File: src/rtl/udctr_pkg.sv
// udctr_pkg -- shared types for the up/down modulo counter.
//   dir_t        : decoded count direction for one clock edge.
//   udctr_decode : maps the (en, ds) request pair onto dir_t.
// Configuration macro: UDCTR_SATURATE_EN (not referenced here).
package udctr_pkg;

   typedef enum logic [1:0] {
      DIR_HOLD = 2'd0,
      DIR_UP   = 2'd1,
      DIR_DOWN = 2'd2,
      DIR_ERR  = 2'd3
   } dir_t;

   // en=ds=1 is a conflicting request: the counter holds and the
   // sticky command-error flag is raised.
   function automatic dir_t udctr_decode(input logic en, input logic ds);
      dir_t d;
      case ({en, ds})
         2'b10:   d = DIR_UP;
         2'b01:   d = DIR_DOWN;
         2'b11:   d = DIR_ERR;
         default: d = DIR_HOLD;
      endcase
      return d;
   endfunction

endpackage

File: src/rtl/udctr_next.sv
// udctr_next -- combinational next-state and flag logic for updown_mod_counter.
// Ports:
//   ctr      in  WIDTH  current registered count
//   en, ds   in  1      up / down requests
//   load     in  1      load strobe
//   load_val in  WIDTH  load value (clamped to term)
//   mod_max  in  WIDTH  terminal value, 0 selects MOD_DEF
//   sat_mode in  1      1 = saturate instead of wrap (tied 0 unless
//                       UDCTR_SATURATE_EN is defined at the top)
//   ctr_nxt  out WIDTH  next count
//   ovf_nxt  out 1      next up-wrap pulse
//   unf_nxt  out 1      next down-wrap pulse
//   err_set  out 1      conflicting request seen this cycle
module udctr_next
   import udctr_pkg::*;
#(
   parameter int WIDTH   = 8,
   parameter int MOD_DEF = 11
) (
   input  logic [WIDTH-1:0] ctr,
   input  logic             en,
   input  logic             ds,
   input  logic             load,
   input  logic [WIDTH-1:0] load_val,
   input  logic [WIDTH-1:0] mod_max,
   input  logic             sat_mode,
   output logic [WIDTH-1:0] ctr_nxt,
   output logic             ovf_nxt,
   output logic             unf_nxt,
   output logic             err_set
);

   logic [WIDTH-1:0] term;
   dir_t             dir;

   always_comb begin
      term    = (mod_max == '0) ? WIDTH'(MOD_DEF) : mod_max;
      dir     = udctr_decode(en, ds);
      ctr_nxt = ctr;
      ovf_nxt = 1'b0;
      unf_nxt = 1'b0;
      err_set = (dir == DIR_ERR);

      if (load) begin
         ctr_nxt = (load_val > term) ? term : load_val;
      end else if (ctr > term) begin
         // mod_max was lowered below the current count: restart at 0 silently
         ctr_nxt = '0;
      end else begin
         case (dir)
            DIR_UP: begin
               if (ctr == term) begin
                  ovf_nxt = 1'b1;
                  ctr_nxt = sat_mode ? term : '0;
               end else begin
                  ctr_nxt = ctr + 1'b1;
               end
            end
            DIR_DOWN: begin
               if (ctr == '0) begin
                  unf_nxt = 1'b1;
                  ctr_nxt = sat_mode ? '0 : term;
               end else begin
                  ctr_nxt = ctr - 1'b1;
               end
            end
            default: ;
         endcase
      end
   end

endmodule

File: src/rtl/updown_mod_counter.sv
// updown_mod_counter -- registered up/down counter over 0..term, where
// term = mod_max, or MOD_DEF when mod_max is 0.
// Ports:
//   clk      in  1      rising-edge clock
//   rst      in  1      synchronous active-high reset (ctr=RST_VAL, flags 0)
//   en       in  1      count-up request
//   ds       in  1      count-down request
//   load     in  1      synchronous load strobe
//   load_val in  WIDTH  load value
//   mod_max  in  WIDTH  terminal value, 0 selects MOD_DEF
//   sat_mode in  1      only when UDCTR_SATURATE_EN is defined: saturate
//   ctr      out WIDTH  registered count
//   ovf      out 1      registered pulse on up-wrap (or blocked up step)
//   unf      out 1      registered pulse on down-wrap (or blocked down step)
//   cmd_err  out 1      sticky: en and ds seen high together, cleared by rst
// Configuration macro: UDCTR_SATURATE_EN adds the sat_mode input.
module updown_mod_counter
   import udctr_pkg::*;
#(
   parameter int WIDTH   = 8,
   parameter int RST_VAL = 0,
   parameter int MOD_DEF = 11
) (
   input  logic             clk,
   input  logic             rst,
   input  logic             en,
   input  logic             ds,
   input  logic             load,
   input  logic [WIDTH-1:0] load_val,
   input  logic [WIDTH-1:0] mod_max,
`ifdef UDCTR_SATURATE_EN
   input  logic             sat_mode,
`endif
   output logic [WIDTH-1:0] ctr,
   output logic             ovf,
   output logic             unf,
   output logic             cmd_err
);

   logic [WIDTH-1:0] ctr_nxt;
   logic             ovf_nxt;
   logic             unf_nxt;
   logic             err_set;
   logic             sat;

`ifdef UDCTR_SATURATE_EN
   assign sat = sat_mode;
`else
   assign sat = 1'b0;
`endif

   udctr_next #(
      .WIDTH   (WIDTH),
      .MOD_DEF (MOD_DEF)
   ) u_next (
      .ctr      (ctr),
      .en       (en),
      .ds       (ds),
      .load     (load),
      .load_val (load_val),
      .mod_max  (mod_max),
      .sat_mode (sat),
      .ctr_nxt  (ctr_nxt),
      .ovf_nxt  (ovf_nxt),
      .unf_nxt  (unf_nxt),
      .err_set  (err_set)
   );

   always_ff @(posedge clk) begin
      if (rst) begin
         ctr     <= WIDTH'(RST_VAL);
         ovf     <= 1'b0;
         unf     <= 1'b0;
         cmd_err <= 1'b0;
      end else begin
         ctr     <= ctr_nxt;
         ovf     <= ovf_nxt;
         unf     <= unf_nxt;
         cmd_err <= cmd_err | err_set;
      end
   end

endmodule

File: config.mk
export PLATFORM = sky130hd
export DESIGN_NAME = updown_mod_counter
export DESIGN_NICKNAME = d
export VERILOG_FILES = /design/src/rtl/udctr_pkg.sv /design/src/rtl/udctr_next.sv /design/src/rtl/updown_mod_counter.sv
export SDC_FILE = /design/constraint.sdc
export NUM_CORES = 1
export LEC_CHECK = 0
export ABC_CLOCK_PERIOD_IN_PS = 8900
export CAP_MARGIN = 20
export CORE_MARGIN = 4
export CORE_UTILIZATION = 50
export DETAILED_ROUTE_END_ITERATION = 12
export PLACE_DENSITY = 0.79
export SKIP_CTS_REPAIR_TIMING = 1
export SLEW_MARGIN = 40
export SYNTH_ARGS = -nofsm -noshare
export SYNTH_HDL_FRONTEND = slang
export SYNTH_SLANG_ARGS = --single-unit
File: constraint.sdc
create_clock -name clk -period 8.9 [get_ports clk]
set_input_delay 2.67 -clock clk [delete_from_list [all_inputs] [get_ports clk]]
set_output_delay 2.67 -clock clk [all_outputs]
set_load 0.02 [all_outputs]
==> impl_metrics.json <==
{
  "ys_ff_latch": 11,
  "numPortBuffers": 31,
  "path_clk_slew_ns": 0.07,
  "r2r_cells": 7,
  "finalCritPeriodShare": 0.622,
  "synth_top_area_share": 0.166,
  "grt_pass1_vias": 1301,
  "rsz0062_at_grt": "false",
  "syn_inst": 191,
  "coreArea_um2": 2730,
  "finalSetupViolCount": 0,
  "syn_to_final_growth_pct": 21.9,
  "grt_pass1_wl_um": 5920,
  "track_usage": 0.210,
  "finalWorstSetupSlack_ns": 3.36,
  "status": "complete, no violations",
  "fmax_mhz": 181,
  "yosysWarnings": 0,
  "syn_area_um2": 1430,
  "fin_skew_ns": 0.00686,
  "crit_chain": "clkdlybuf4s50_1 -> nor4_1 -> a21oi_1 -> ha_1 -> and4_1 -> nand2b_1 -> a221o_1 -> or3_4 -> o221a_1",
  "ys_seq_area_frac": 0.154,
  "finalCriticalPeriod_ns": 5.54,
  "drt_wl_total_um": 4000,
  "synthArstFlopShare": 0,
  "layout_common_cells": "clkdlybuf4s50_1 (31), nand2_1 (23), ha_1 (19)",
  "syn_nets": 231,
  "die_x_um": 61.5,
  "cts_buffer_depth": 2,
  "hold_class": "flip-flop to flip-flop",
  "fp.dieH_um": 61.5,
  "cpPeakStageDelay_ns": 0.52,
  "layout_commonest_cell": "clkdlybuf4s50_1",
  "layout-drive-gt1-share": 0.0185,
  "path_max_fanout": 10,
  "antenna_found_initial": 0,
  "vias": 1527,
  "crit_buf_inv": 1,
  "hpwlAfterDp_um": 3300,
  "place_ws_ns": 3.12,
  "cp_slowest_cell": "clkdlybuf4s50_1",
  "drc": 0,
  "gp_congestion": 0.947,
  "syn_avg_cell_area_um2": 7.49,
  "powerDensity_nw_per_um2": 123,
  "maxCapViolations": 0,
  "cp-start-kind": "input port",
  "final-hold-violation-count": 0,
  "grt_max_degree": 19,
  "overflow": 0,
  "htree_levels": 1,
  "first_pass_iters": 5,
  "hold-path-cell-count": 2,
  "criticalPathCategory": "input port to flip-flop",
  "io_pins": 32,
  "cts_root_buf": "clkbuf_4",
  "crit_family": "simple AND/OR/NAND/NOR gates",
  "routedWlPerCell_um": 16.2,
  "required_ns": 9.06,
  "cp.arrival_ns": 5.70,
  "cp.depth": 9,
  "worstMarginPinSlew_ns": 0.566,
  "yosys.area.top_type": "ha_1",
  "rows": 19,
  "nets": 257,
  "detail-route-antenna-nets": 0,
  "start_util": 0.523,
  "die_area_um2": 3780,
  "max-slew-margin-rel": 0.621,
  "irDropWorstVdd_mv": 0.0924,
  "setup-tns-final_ns": 0,
  "n_antenna_cell": 0,
  "drt-vias-per-instance": 6.18,
  "yosysUniqueCellTypes": 43,
  "crit_path_end_kind": "flip-flop",
  "leakage_nw": 0.724,
  "dr.first_iter.drc_count": 106,
  "clock_sinks": 11,
  "synth_edf_count": 0,
  "numCtsBuffers": 3,
  "ys.flop_type": "dfxtp_1",
  "final_max_slew_viol_count": 0,
  "clock_latency_ns": 0.27,
  "cts_tree": "built",
  "synth_area_leaders": "ha_1 (17%), dfxtp_1 (15%), nand2_1 (6.0%), mux2i_1 (5.6%), o221a_1 (5.5%)"
}
[worst register-to-register path: stages (launching register included)]
cell and delay [ns]:
dfxtp_1 0.53, inv_1 0.16, ha_1 0.30, and4_1 0.20, nand2b_1 0.17, a221o_1 0.48
or3_4 0.47, o221a_1 0.26
[cells by family (layout without fill, tap and decap cells)]
| family | count (synthesis) | in the layout | share of synthesized area |
|---|---|---|---|
| buffers and inverters | 22 | 47 | 0.0752 |
| AND/OR/NAND/NOR | 77 | 77 | 0.271 |
| adder cells (fa/ha/maj) | 20 | 20 | 0.173 |
| XOR/XNOR | 7 | 7 | 0.0429 |
| flip-flops | 11 | 11 | 0.154 |
| AO/OA/AOI/OAI | 46 | 46 | 0.227 |
| multiplexers | 8 | 8 | 0.0560 |
[stage by stage]
stage          utilization  power, mW  hold WS [ns]  instance area, um^2  instances
5_1_grt              0.638      0.231         0.513                 1740        247
4_1_cts              0.638      0.214         0.478                 1740        247
6_report             0.638      0.215         0.474                 1740        247
3_5_place_dp         0.628      0.181         0.465                 1720        243
3_3_place_gp         0.628      0.179         0.449                 1720        243
2_1_floorplan            -      0.144         0.567                 1430        191
[flip-flops by register name, indices dropped and copies added (netlist names)]
signal and flops:
cmd_err 1, ctr 8, ovf 1, unf 1
[synthesized netlist by cell type (5+ instances only)]
cell type / number
nand2_1: 23
ha_1: 19
nor2_1: 13
a21oi_1: 12
inv_1: 12
nor3_1: 12
dfxtp_1: 11
o21ai_0: 9
mux2i_1: 8
o221a_1: 7
nor4_1: 5
[report_power, final]
group          internal (mW)  leakage, nW  switching [mW]  total (mW)
Combinational         0.0538        0.619          0.0590       0.113
Sequential            0.0543       0.0907          0.0149      0.0691
Clock                 0.0173       0.0150          0.0154      0.0328
Total                  0.125        0.724          0.0893       0.215
[worst paths after layout]
kind,start,endpoint,slack [ns]
worst max-delay path,mod_max[2],ctr[0],3.36
worst min-delay path,cmd_err,cmd_err,0.47
worst max register to register,ctr[0],ctr[0],6.21
worst min register to register,cmd_err,cmd_err,0.47
[routing by layer]
metal | up-vias | part of all wire | wire, um | track usage
met5 | - | 0 | 0 | 0
met4 | 0 | 0.013 | 53 | 0.0606
met3 | 11 | 0.081 | 324 | 0.0503
met2 | 71 | 0.50 | 1990 | 0.359
met1 | 690 | 0.41 | 1640 | 0.262
li1 | 755 | - | - | -
[layout make-up]
| type | instances | area, um^2 |
|---|---|---|
| fill | 239 | 991 |
| sequential | 11 | 220 |
| multi-input combinational | 158 | 1100 |
| timing repair buffer | 31 | 310 |
| tap | 31 | 38.8 |
| inverter | 12 | 45.0 |
| clock buffer | 4 | 26.3 |
No activity file was read; power rests on OpenSTA's default activity.
==> edit 1 (same settings) <==
Add a define of `UDCTR_SATURATE_EN`.
--- a/src/rtl/updown_mod_counter.sv
+++ b/src/rtl/updown_mod_counter.sv
@@ -15,4 +15,6 @@
 //   cmd_err  out 1      sticky: en and ds seen high together, cleared by rst
 // Configuration macro: UDCTR_SATURATE_EN adds the sat_mode input.
+`define UDCTR_SATURATE_EN
+
 module updown_mod_counter
    import udctr_pkg::*;
Ports: changed (added sat_mode); port bits go from 32 to 33. The function was not compared with the original's and may differ.
==> edit 1 against the unedited design <==
The run now ends with DRC left; routed wire length up 32%; critical endpoint is now ctr[1]; sequential cell count unchanged; worst setup slack got worse by 0.77 ns; worst hold slack worse by 0.0016 ns; critical path type unchanged; largest power group unchanged; final area is 12% higher; via count up 23%; area after synthesis is 12% higher; total power increased by 10%.
==> edit 1: results (changes against the unedited design) <==
----------------------------------------------------
[Placed design]
  Dpl ws ... 2.378 ns (was 3.125 ns)
  Port Buffer Count ... 32 (was 31)
  Routability cong. ... 0.9707 (was 0.9470)

[Synth]
  Proportion of register bits with asynchronous set or reset after synthesis ... 0% (unchanged)
  Synth top cells by count ... sky130_fd_sc_hd__nor2_1 (23), sky130_fd_sc_hd__ha_1 (19), sky130_fd_sc_hd__inv_1 (19) (was sky130_fd_sc_hd__nand2_1 (23), sky130_fd_sc_hd__ha_1 (19), sky130_fd_sc_hd__nor2_1 (13))
  Net Count, Synth ... 265 (was 231)
  Distinct cells, synth ... 47 (was 43)
  Mean post-synth cell area ... 7.166 sq um (was 7.488 sq um)
  Sequential cell area fraction in the yosys report ... 13.72% (was 15.40%)
  Main area contributors after synthesis ... sky130_fd_sc_hd__ha_1 (15%), sky130_fd_sc_hd__dfxtp_1 (14%), sky130_fd_sc_hd__nor2_1 (5.4%) (was sky130_fd_sc_hd__ha_1 (17%), sky130_fd_sc_hd__dfxtp_1 (15%), sky130_fd_sc_hd__nand2_1 (6.0%))

[Power and ir drop]
  Leakage power ... 0.0007783 uW (was 0.0007244 uW)
  Net switching fraction of the power ... 44.40% (was 41.59%)
  Largest voltage drop on the vdd net ... 45.09 uV (was 92.42 uV)
  Clock network fraction of design power ... 14.1% (was 15.3%)
  Sequential cell power ... 71.2 uW (was 69.1 uW)

[Routing]
  Met3 WL ... 473 microns (was 324 microns)
  Mean routed wirelength per cell ... 17.97 microns (was 16.20 microns)
  First-pass DRT Iterations ... 9 (was 5)
  Routed met1 length ... 2207 microns (was 1637 microns)
  Metal2 WL ... 2530 microns (was 1985 microns)
  DR DRC count ... 2 (was 0)

[Worst setup path]
  Worst-path fanout max ... 12 (was 10)
  R2R setup slack ... 5.69 ns (was 6.21 ns)
  Worst-path cell with the longest stage delay ... sky130_fd_sc_hd__nor3_1 (was sky130_fd_sc_hd__clkdlybuf4s50_1)
  Crit path largest cell delay ... 0.60 ns (was 0.52 ns)
  Capture point of the critical path ... ctr[1] (was ctr[0])
  Crit path arrival time ... 6.42 ns (was 5.70 ns)
  R2R depth ... 8 (was 7)
  Critical path launch point ... mod_max[7] (was mod_max[2])

[Global routing]
  Global-route usage over all layers ... 26.00% (was 21.04%)
  GR Layer Usage met2 ... 44.46% (was 35.87%)
  Met3 Resource Use GR ... 1.906% (was 5.031%)
  Number of global-route vias before repair ... 1731 (was 1301)
  Pin count of the biggest net entering global routing ... 15 (was 19)

[STA]
  Hold Slack ... 0.4722 ns (was 0.4738 ns)
  Minimum period implied by the final worst setup slack ... 6.306 ns (was 5.540 ns)
  Actual transition at the worst max-transition pin ... 0.7574 ns (was 0.5664 ns)

[Finish]
  Post-route insts no fill ... 294 (was 247)
  Layout filler cell count ... 284 (was 239)

[Run status]
  Outcome ... finished, violations left (was complete, no violations)
  Violated checks ... DRC

----------------------------------------------------
[edit 1: logic make-up (layout without fill, tap and decap cells)]
family / Yosys count / in the layout / share of synthesized area, %
AND/OR/NAND/NOR: 85 / 85 / 28.60
adder cells (fa/ha/maj): 19 / 19 / 14.81
XOR/XNOR: 7 / 7 / 3.819
buffers and inverters: 29 / 55 / 7.482
multiplexers: 2 / 2 / 1.247
flip-flops: 11 / 11 / 13.72
AO/OA/AOI/OAI: 71 / 71 / 30.32
[edit 1: final cells by class]
class,count,area (sq um),area share (%)
Sequential cell,11,220.2,11.25
Multi-Input combinational cell,184,1265,64.60
Tap cell,44,55.05,2.811
Inverter,19,71.32,3.642
Timing Repair Buffer,32,320.3,16.36
Clock buffer,4,26.28,1.342
[edit 1: through the flow]
| step | instance area (sq um) | total power (uW) |
|---|---|---|
| after floorplan | 1605 | 156.0 |
| after global placement | 1932 | 202.1 |
| after detailed placement | 1932 | 202.1 |
| after CTS | 1958 | 234.8 |
| after global routing | 1958 | 255.7 |
| final | 1958 | 237.1 |
==> edit 2 (same settings) <==
Made on the original files. Add an input register stage for `en`, `ds`, `load`, `load_val` and `mod_max`, without a reset; this delays them by one clock.
--- a/src/rtl/updown_mod_counter.sv
+++ b/src/rtl/updown_mod_counter.sv
@@ -38,4 +38,18 @@
 );
 
+   logic en_q;
+   logic ds_q;
+   logic load_q;
+   logic [WIDTH-1:0] load_val_q;
+   logic [WIDTH-1:0] mod_max_q;
+
+   always_ff @(posedge clk) begin
+      en_q       <= en;
+      ds_q       <= ds;
+      load_q     <= load;
+      load_val_q <= load_val;
+      mod_max_q  <= mod_max;
+   end
+
    logic [WIDTH-1:0] ctr_nxt;
    logic             ovf_nxt;
@@ -55,9 +69,9 @@
    ) u_next (
       .ctr      (ctr),
-      .en       (en),
-      .ds       (ds),
-      .load     (load),
-      .load_val (load_val),
-      .mod_max  (mod_max),
+      .en       (en_q),
+      .ds       (ds_q),
+      .load     (load_q),
+      .load_val (load_val_q),
+      .mod_max  (mod_max_q),
       .sat_mode (sat),
       .ctr_nxt  (ctr_nxt),
Formal check against the unedited RTL: not equivalent (Yosys sat finds a counterexample within 4 cycles, from zero or initial values and one cycle with rst high).
==> edit 2 against the unedited design <==
Sequential share of layout area is 14 points higher; routed wire length is 8.5% higher; highest routed layer unchanged; area after synthesis is 28% higher; largest power group is now registers; sequential cell count is 19 higher; total power is 77% higher; critical path type is now reg2out; final area is 28% higher; clock power grew to 3.3 times the old value; clock skew is 0.0017 ns higher; sequential power is 130% higher; worst setup slack better by 1.4 ns; critical endpoint is now ctr[2]; fmax is 33% higher; cell count is 15% higher; count of clock-buffer cells in the layout is 3 higher.
==> edit 2: results (changes against the unedited design) <==
----------------------------------------------------
[Run status]
  Outcome ... complete, no violations (unchanged)

[Worst setup path]
  Reg-to-reg critical path startpoint ... mod_max_q[2] (was ctr[0])
  Worst-path fanout max ... 11 (was 10)
  Crit path largest cell delay ... 0.68 ns (was 0.52 ns)
  Reg-to-reg critical path endpoint ... ctr[1] (was ctr[0])
  Kind of cell with the highest combined delay on the critical path ... buffers and inverters (was simple AND/OR/NAND/NOR gates)

[Finish]
  Final-stage net count ... 278 (was 257)
  Layout filler cell count ... 333 (was 239)
  Number of clock buffers in the layout ... 7 (was 4)
  Proportion of cell area occupied by multi-input gates ... 50.67% (was 63.25%)
  Clock Network Area Fraction ... 4.092% (was 1.508%)

[Routing]
  Mean routed wirelength per cell ... 15.24 microns (was 16.20 microns)
  DR vias/cell ... 5.846 (was 6.182)
  Sum of routed wire length over all layers ... 4342 microns (was 4001 microns)
  First-pass DRT Iterations ... 6 (was 5)
  Metal2 WL ... 2017 microns (was 1985 microns)
  Routed met1 length ... 1972 microns (was 1637 microns)

[Synth]
  Net Count, Synth ... 250 (was 231)
  Share of Yosys cell area claimed by the top area cell type ... 32.76% (was 16.62%)
  Number of synthesized register bits ... 30 (was 11)
  Synth top cells by count ... sky130_fd_sc_hd__dfxtp_1 (30), sky130_fd_sc_hd__ha_1 (19), sky130_fd_sc_hd__nor2_1 (12), sky130_fd_sc_hd__nor3_1 (12), sky130_fd_sc_hd__inv_1 (11) (was sky130_fd_sc_hd__nand2_1 (23), sky130_fd_sc_hd__ha_1 (19), sky130_fd_sc_hd__nor2_1 (13))
  Mean post-synth cell area ... 8.729 sq um (was 7.488 sq um)

[Global routing]
  Pin count of the biggest net entering global routing ... 17 (was 19)
  GR Layer Usage met2 ... 33.37% (was 35.87%)
  Met3 Resource Use GR ... 4.538% (was 5.031%)
  GR Layer Usage met1 ... 28.06% (was 26.18%)
  Number of global-route vias before repair ... 1513 (was 1301)
  Global-route usage over all layers ... 20.92% (was 21.04%)

[Floorplanning]
  Die width ... 68.55 microns (was 61.48 microns)

[Clock network]
  Clock Tree Root ... sky130_fd_sc_hd__clkbuf_8 (was sky130_fd_sc_hd__clkbuf_4)
  H-Tree Level Count ... 2 (was 1)

[Placed design]
  Cell area after placement ... 0.002141 sq mm (was 0.001717 sq mm)
  Dpl ws ... 5.026 ns (was 3.125 ns)

[STA]
  Achievable frequency ... 239.5 MHz (was 180.5 MHz)
  Post-route clock skew ... 0.008564 ns (was 0.006862 ns)

----------------------------------------------------
## edit 2: cell count changes in the layout (fill, tap and decap cells not counted), moves of 3 or more
cell,before,now
sky130_fd_sc_hd__nor4_1,5,1
sky130_fd_sc_hd__clkbuf_8,0,6
sky130_fd_sc_hd__a311oi_1,0,5
sky130_fd_sc_hd__dfxtp_1,11,30
sky130_fd_sc_hd__nand4_1,3,7
sky130_fd_sc_hd__o221a_1,7,0
sky130_fd_sc_hd__mux2i_1,8,2
sky130_fd_sc_hd__nand3b_1,2,10
sky130_fd_sc_hd__nand2_1,23,9
sky130_fd_sc_hd__clkbuf_4,3,0
sky130_fd_sc_hd__nand3_1,4,8
sky130_fd_sc_hd__a21oi_1,12,9
## edit 2: how the worst min path moves through the flow
stage                              from       to  slack (ns)
after floorplan           load_val_q[0]   ctr[0]        0.48
after global placement          cmd_err  cmd_err        0.45
after detailed placement        cmd_err  cmd_err        0.46
after CTS                       cmd_err  cmd_err        0.48
after global routing            cmd_err  cmd_err        0.51
final                           cmd_err  cmd_err        0.47
## edit 2: report_power, final
part	total [uW]	internal (uW)	switching, uW
combinational	111	53.5	57.1
sequential	161	144	17.3
clock	108	62.2	46.0
total	380	260	120
## edit 2: logic make-up (layout without fill, tap and decap cells)
| family | Yosys count | after routing | share of synthesized area (%) |
|---|---|---|---|
| simple gates | 82 | 82 | 25.46 |
| compound gates | 51 | 51 | 19.79 |
| flops | 30 | 30 | 32.76 |
| buf+inv | 21 | 50 | 5.529 |
| fa+ha+maj | 19 | 19 | 12.97 |
| xor+xnor | 5 | 5 | 2.390 |
| mux | 2 | 2 | 1.092 |
## edit 2: worst register-to-register path: cells and delay by family (launching register included)
kind                       cells  cell delay [ns]
and+or+nand+nor                4             1.38
adders and majority gates      1             0.40
AOI/OAI and AO/OA              3             0.86
DFF                            1             0.37
